<file path="config.mk">
export PLATFORM = sky130hd
export DESIGN_NAME = regfile_ctrl
export DESIGN_NICKNAME = d
export VERILOG_FILES = /design/src/rtl/regfile_ctrl_pkg.sv /design/src/rtl/regfile_port_buf.sv /design/src/rtl/regfile_ctrl.sv
export SDC_FILE = /design/constraint.sdc
export NUM_CORES = 1
export LEC_CHECK = 0
export ABC_AREA = 1
export CORE_UTILIZATION = 45
export CTS_CLUSTER_DIAMETER = 150
export DETAILED_ROUTE_END_ITERATION = 8
export PLACE_DENSITY = 0.85
export SYNTH_ARGS = -nofsm -noshare
export SYNTH_HDL_FRONTEND = slang
export SYNTH_SLANG_ARGS = --single-unit
</file>
<file path="constraint.sdc">
create_clock -name clk -period 2.9 [get_ports clk]
set_input_delay 0.435 -clock clk [delete_from_list [all_inputs] [get_ports clk]]
set_output_delay 0.435 -clock clk [all_outputs]
set_load 0.1 [all_outputs]
</file>
<file path="src/rtl/regfile_ctrl_pkg.sv">
// regfile_ctrl_pkg: shared CPU definitions for the rename/commit register-file controller
package regfile_ctrl_pkg;
    localparam int DATA_W_DEF = 32;
    localparam int REG_W_DEF  = 5;
    localparam int ROB_W_DEF  = 4;
    localparam logic [ROB_W_DEF-1:0] TAG_NONE = '0;
    typedef enum logic [1:0] {RUN, DRAIN, WALK} state_t;
endpackage

</file>
<file path="src/rtl/regfile_port_buf.sv">
// regfile_port_buf: one-entry buffer replaying an accepted transfer as a single-cycle write strobe
module regfile_port_buf #(
    parameter int IDX_W = 5,
    parameter int PAY_W = 36
) (
    input  logic             clk,
    input  logic             rst,
    input  logic             en,
    input  logic             load,
    input  logic             drop,
    input  logic [IDX_W-1:0] idx,
    input  logic [PAY_W-1:0] pay,
    output logic             st_en,
    output logic [IDX_W-1:0] st_idx,
    output logic [PAY_W-1:0] st_pay
);
    logic             v;
    logic [IDX_W-1:0] b_idx;
    logic [PAY_W-1:0] b_pay;
    always_ff @(posedge clk) begin
        if (rst) begin
            v     <= 1'b0;
            b_idx <= '0;
            b_pay <= '0;
        end else if (en) begin
            v <= load && idx != '0;
            if (load) begin
                b_idx <= idx;
                b_pay <= pay;
            end
        end
    end
    assign st_en  = v & en & ~drop;
    assign st_idx = st_en ? b_idx : '0;
    assign st_pay = st_en ? b_pay : '0;
endmodule

</file>
<file path="src/rtl/regfile_ctrl.sv">
// regfile_ctrl: commit/rename write sequencing with flush drain and rename-bit clear walk
// Optional REGFILE_CTRL_STATS_EN adds saturating stat_commits / stat_flushes counters.
module regfile_ctrl import regfile_ctrl_pkg::*; #(
    parameter int DATA_W = DATA_W_DEF,
    parameter int REG_W  = REG_W_DEF,
    parameter int ROB_W  = ROB_W_DEF
) (
    input  logic              clk,
    input  logic              rst,
    input  logic              rdy,
    input  logic              cm_valid,
    output logic              cm_ready,
    input  logic [REG_W-1:0]  cm_idx,
    input  logic [ROB_W-1:0]  cm_tag,
    input  logic [DATA_W-1:0] cm_value,
    input  logic              rn_valid,
    output logic              rn_ready,
    input  logic [REG_W-1:0]  rn_idx,
    input  logic [ROB_W-1:0]  rn_tag,
    input  logic              flush,
    output logic              rf_cm_en,
    output logic [REG_W-1:0]  rf_cm_idx,
    output logic [ROB_W-1:0]  rf_cm_tag,
    output logic [DATA_W-1:0] rf_cm_value,
    output logic              rf_rn_en,
    output logic [REG_W-1:0]  rf_rn_idx,
    output logic [ROB_W-1:0]  rf_rn_tag,
    output logic              rf_clr_en,
    output logic [REG_W-1:0]  rf_clr_idx,
    output logic              busy
`ifdef REGFILE_CTRL_STATS_EN
    ,
    output logic [31:0]       stat_commits,
    output logic [15:0]       stat_flushes
`endif
);
    localparam logic [REG_W:0] LAST = {1'b0, {REG_W{1'b1}}};
    state_t           state, state_n;
    logic [REG_W:0]   cnt, cnt_n;
    logic             go, run, take_flush;
    logic [ROB_W+DATA_W-1:0] cm_pay;
    assign go         = rdy & ~rst;
    assign run        = state == RUN;
    assign take_flush = go & run & flush;
    assign cm_ready   = go & run;
    assign rn_ready   = go & run;
    regfile_port_buf #(.IDX_W(REG_W), .PAY_W(ROB_W + DATA_W)) u_cm (
        .clk(clk), .rst(rst), .en(go), .load(cm_valid & cm_ready), .drop(1'b0),
        .idx(cm_idx), .pay({cm_tag, cm_value}),
        .st_en(rf_cm_en), .st_idx(rf_cm_idx), .st_pay(cm_pay)
    );
    assign {rf_cm_tag, rf_cm_value} = cm_pay;
    // a flush kills the rename taken this cycle and suppresses the one still pending
    regfile_port_buf #(.IDX_W(REG_W), .PAY_W(ROB_W)) u_rn (
        .clk(clk), .rst(rst), .en(go), .load(rn_valid & rn_ready & ~flush), .drop(flush & run),
        .idx(rn_idx), .pay(rn_tag),
        .st_en(rf_rn_en), .st_idx(rf_rn_idx), .st_pay(rf_rn_tag)
    );
    always_ff @(posedge clk) begin
        if (rst) begin
            state <= RUN;
            cnt   <= '0;
        end else begin
            state <= state_n;
            cnt   <= cnt_n;
        end
    end
    always_comb begin
        state_n = state;
        cnt_n   = cnt;
        if (go) begin
            unique case (state)
                RUN:   state_n = flush ? DRAIN : RUN;
                DRAIN: begin
                    state_n = WALK;
                    cnt_n   = (REG_W+1)'(1);
                end
                WALK: begin
                    state_n = cnt == LAST ? RUN : WALK;
                    cnt_n   = cnt == LAST ? '0 : cnt + 1'b1;
                end
                default: state_n = RUN;
            endcase
        end
    end
    assign rf_clr_en  = go & (state == WALK);
    assign rf_clr_idx = rf_clr_en ? cnt[REG_W-1:0] : '0;
    assign busy       = ~rst & ~run;
`ifdef REGFILE_CTRL_STATS_EN
    always_ff @(posedge clk) begin
        if (rst) begin
            stat_commits <= '0;
            stat_flushes <= '0;
        end else begin
            if (rf_cm_en && !(&stat_commits)) stat_commits <= stat_commits + 1'b1;
            if (take_flush && !(&stat_flushes)) stat_flushes <= stat_flushes + 1'b1;
        end
    end
`endif
endmodule

</file>
Word-level counts from Yosys, hierarchy flattened
Index checks and enable logic that the tools add are counted.

operators by class
  div/mod/pow operators = 0
  mux-type cells = 10
  add/sub/neg operators = 1
  shift-type cells = 0
  equality and inequality tests = 3
  multipliers = 0
  magnitude comparators = 0
  reduce and logical (&&, ||, !) cells = 9
  bitwise operators = 15

operators by type and width
  cell                                                             count
  36-bit two-way mux                                               1
  5-bit two-way mux                                                3
  6-bit case mux with 2 select lines                               1
  1-bit AND                                                        11
  5-bit nonzero test                                               2
  6-bit by 1-bit adder with 6-bit output, second input constant    1
  6-bit by 5-bit == test with 1-bit output, second input constant  1
  6-bit two-way mux                                                1
  2-bit case mux with 3 select lines                               1
  2-bit AND reduction                                              3
  4-bit two-way mux                                                1
  1-bit NOT                                                        4
  2-bit by 1-bit == test with 1-bit output, second input constant  1
  2-bit == test, second input constant                             1
  1-bit logical AND                                                2
  2-bit zero test                                                  1
  2-bit two-way mux                                                1
  2-bit nonzero test                                               1
  1-bit two-way mux                                                1

storage, ports and cells
  input bits = 56
  logic and storage cells = 46
  bits in latches = 0
  memory bits (writable) = 0
  bits in registers = 60
  output and inout bits = 61
  memory bits (read-only) = 0
  memories kept = 0

Depth between registers and ports, before layout
  depth after elaboration = 6
  mapped depth = 9
  gate-level depth less buffers = 9

Modules after synthesis
Synthesis repeated with hierarchy kept, for this count alone.

unflattened totals
  cell total of the unflattened synthesis = 387
  area, all modules = 3029.2 sq um

modules (own cells, without submodules)
  module                    instances  seq. area each (sq um)  cells an instance  area each (sq um)
  regfile_port_buf at u_cm  1          840.8                   237                1986.9
  regfile_ctrl              1          160.2                   89                 555.5
  regfile_port_buf at u_rn  1          200.2                   61                 486.7

Worst setup path after synthesis
No wires, ideal clock.

  path kind = input-to-output
  from = input rst
  to = output rf_clr_idx[0]
  setup slack = -1.073 ns
  required time = 2.465 ns
  arrival = 3.538 ns
  buffers on the path = 0
  stages = 5
  cells stage by stage = inv_2 nand2_2 nor2_1 inv_1 nor2_1

on the way
  longest elaborated chain between the ends = 4

ends and longest elaborated chain
  what                 RTL line            text
  start, declared      regfile_ctrl.sv:9   input logic rst,
  1-bit NOT            regfile_ctrl.sv:42  assign go = rdy & ~rst;
  1-bit AND            regfile_ctrl.sv:42
  1-bit AND            regfile_ctrl.sv:86  assign rf_clr_en = go & (state == WALK);
  named net rf_clr_en  regfile_ctrl.sv:28  output logic rf_clr_en,
  5-bit two-way mux    regfile_ctrl.sv:87  assign rf_clr_idx = rf_clr_en ? cnt[REG_W-1:0] : '0;
  end, declared        regfile_ctrl.sv:29  output logic [REG_W-1:0] rf_clr_idx,

The timed path passes the listed nets, and every way through them passes these cells.

Worst setup path after layout
  from = input rdy
  to = output rf_rn_tag[2]

on the way
  longest elaborated chain between the ends = 4

ends and longest elaborated chain
  what                    RTL line                text
  start, declared         regfile_ctrl.sv:10      input logic rdy,
  1-bit AND               regfile_ctrl.sv:42
  1-bit AND (2 in a row)  regfile_port_buf.sv:33  assign st_en = v & en & ~drop;
  4-bit two-way mux       regfile_port_buf.sv:35  assign st_pay = st_en ? b_pay : '0;
  end, declared           regfile_ctrl.sv:27      output logic [ROB_W-1:0] rf_rn_tag,

Every way passes these cells.

==> out/results.ini <==
[logic_synthesis]
syn_inst = 386
synth_area_per_cell_um2 = 6.950
netlist-cell-type-count = 22
yosys-top-cells-area = dfxtp_1, nor2_1, inv_1
synth.ff_latch_count = 60
yosys.area.top_type_share = 0.4478
yosys.area.top_type = dfxtp_1
synth_nets = 445
yosysSeqAreaShare = 0.4478
syn_area_um2 = 2683
synth_warnings = 0

[global_routing]
grt_pass1_vias = 2739
gr-total-overflow = 0
grt_pass1_wl_um = 12910
grt_usage = 0.2666
grt_max_degree = 55
antenna_found_initial = 0

[placement]
hpwl_um = 5561
placement.io_buffers = 116
dp_slack_ns = 0.3518
gp_congestion = 0.8677
place_area_um2 = 4473

[pwr]
intPower_uw = 1399
power.switching_uw = 487.8
pwr_density_cell_nw_per_um2 = 403.7
pwr-share-seq = 0.464
switching_share = 0.2585
clockPowerShare = 0.398
p_leak_uw = 0.001786
p_comb_frac = 0.138
vdd_drop_max_mv = 0.3334
finalPower_uw = 1887

[floorplanning]
pin_count = 117
die_w_um = 79.21
coreArea_um2 = 5642
start_util = 0.4755
dieArea_um2 = 6274
die_y_um = 79.21
row_count = 27

[setup_path]
worstPathArrival_ns = 2.12
startpoint_type = input port
path_class = in -> out
setup.worst_path.end_class = output port
r2r_start = state[0]
critPathRequiredTime_ns = 2.47
critPathLaunch = rdy
worstPathMaxFanout = 10

[clocking]
cts_root_buf = clkbuf_8
clock_sinks = 60
post_cts_buffers = 0
cts_tree = built
worstSkewPairLatency_ns = 0.34
cts_hold_buffers = 0
cts_resized = 0
cts_max_level = 3
cts_buffers = 9
clockBufferDepth = 2
clk_pin_slew_ns = 0.06

[sta]
layout_worst_path_cycle_share = 0.8800
tightestPinTransition_ns = 0.6496
rsz0062_at_grt = false
slew_violations = 0
skew_ns = 0.01009
hold_viol = 0
setup_viol = 0
slew_headroom = 0.5664
setup_ws_ns = 0.3479
fmax_ghz = 0.3918
hold_slack_ns = 0.4505
min_period_ns = 2.552

[cells_and_area]
final_area_um2 = 4674
utilization = 0.8286
nFillCells = 310
drive_gt1_frac = 0.1909
diodes = 0
syn2layout_area_growth_pct = 74.25
nets = 557

[run_status]
status = finished clean

[worst_hold_path]
hp-class = reg -> reg
hold_start = u_cm.b_pay[3]

[detailed_routing]
route.detailed.drc = 0
num_vias = 2874
avgRoutedWirePerCell_um = 13.77
wl_um = 7918
drtIter0Drc = 187
vias_per_cell = 4.998
ant_nets = 0
dr.pass1.iters = 5

[flow_run]
cap_violations = 0

area by class of cell:
class | instances | area [um2] | share of cell area
timing repair buffer | 121 | 1822 | 0.3897
sequential | 60 | 1201 | 0.2570
multi-input combinational | 235 | 1094 | 0.2339
inverter | 71 | 266.5 | 0.05701
clock buffer | 10 | 137.6 | 0.02944
tap | 72 | 90.09 | 0.01927
clock inverter | 6 | 63.81 | 0.01365
per-layer routing:
layer  track usage  vias to the layer above  wire [um]
met3       0.05057                       20        522
met4        0.1200                        0        216
met5             0                        -          0
met1        0.3065                     1302       3225
met2        0.4750                      135       3954
li1              -                     1417          -
synthesized netlist by cell type:
library cell,count
nor2_1,86
inv_1,68
dfxtp_1,60
a21oi_1,46
o21ai_1,39
nand2_1,29
o21ai_0,16
nand3_1,6
buf_4,5
buf_6,5
clkbuf_1,5
buf_2,4
ha_1,3
inv_2,3
nand4_1,2
nor2_4,2
nor3_1,2
a31oi_1,1
buf_1,1
nand2_2,1
nand3_2,1
nor2_2,1
power by group through the flow:
stage / registers, uW / clock network (uW) / logic [uW]
after CTS: 874 / 764 / 260
final: 875 / 751 / 261
after global placement: 890 / 0 / 247
after detailed placement: 892 / 0 / 256
after floorplan: 888 / 0 / 140
after global routing: 877 / 808 / 284
cells by family after synthesis:
group                    synth area share
buffers and inverters              0.1502
flip-flops                         0.4478
adder cells (fa/ha/maj)           0.01399
AO/OA/AOI/OAI                      0.1908
AND/OR/NAND/NOR                    0.1973
worst max-delay path, cell delays in order:
cell	delay (ns)
clkdlybuf4s50_1	0.57
inv_2	0.10
nor2_4	0.14
nand3_1	0.34
nor2_1	0.32
buf_12	0.21
worst paths after layout:
path,slack (ns),end,cells past startpoint
max,0.35,rf_rn_tag[2],6
min,0.45,u_cm.b_pay[3],2
max reg2reg,0.89,u_cm.b_pay[6],6
min reg2reg,0.45,u_cm.b_pay[3],2
state kept, by name, indices dropped and copies added (netlist names):
| register | flops |
|---|---|
| state | 2 |
| u_cm.b_pay | 36 |
| u_rn.b_pay | 4 |
| cnt | 6 |
| u_cm.b_idx | 5 |
| u_cm.v | 1 |
| u_rn.b_idx | 5 |
| u_rn.v | 1 |
layout by cell type (no fill, tap or decap), drive strengths merged:
cell type / n
nor3: 2
clkinv: 3
clkbuf: 10
buf: 66
dfxtp: 60
nand4: 2
ha: 3
clkinvlp: 2
inv: 71
nor2: 89
nand3: 7
a21oi: 46
a31oi: 1
nand2: 30
clkdlybuf4s50: 55
bufinv: 1
o21ai: 55
through the flow:
stage / setup TNS, ns / cells
after floorplan: -0.7773 / 386
after global placement: 0 / 559
after detailed placement: 0 / 559
after CTS: 0 / 575
after global routing: 0 / 575
final: 0 / 575
No activity file was read; power rests on OpenSTA's default activity.
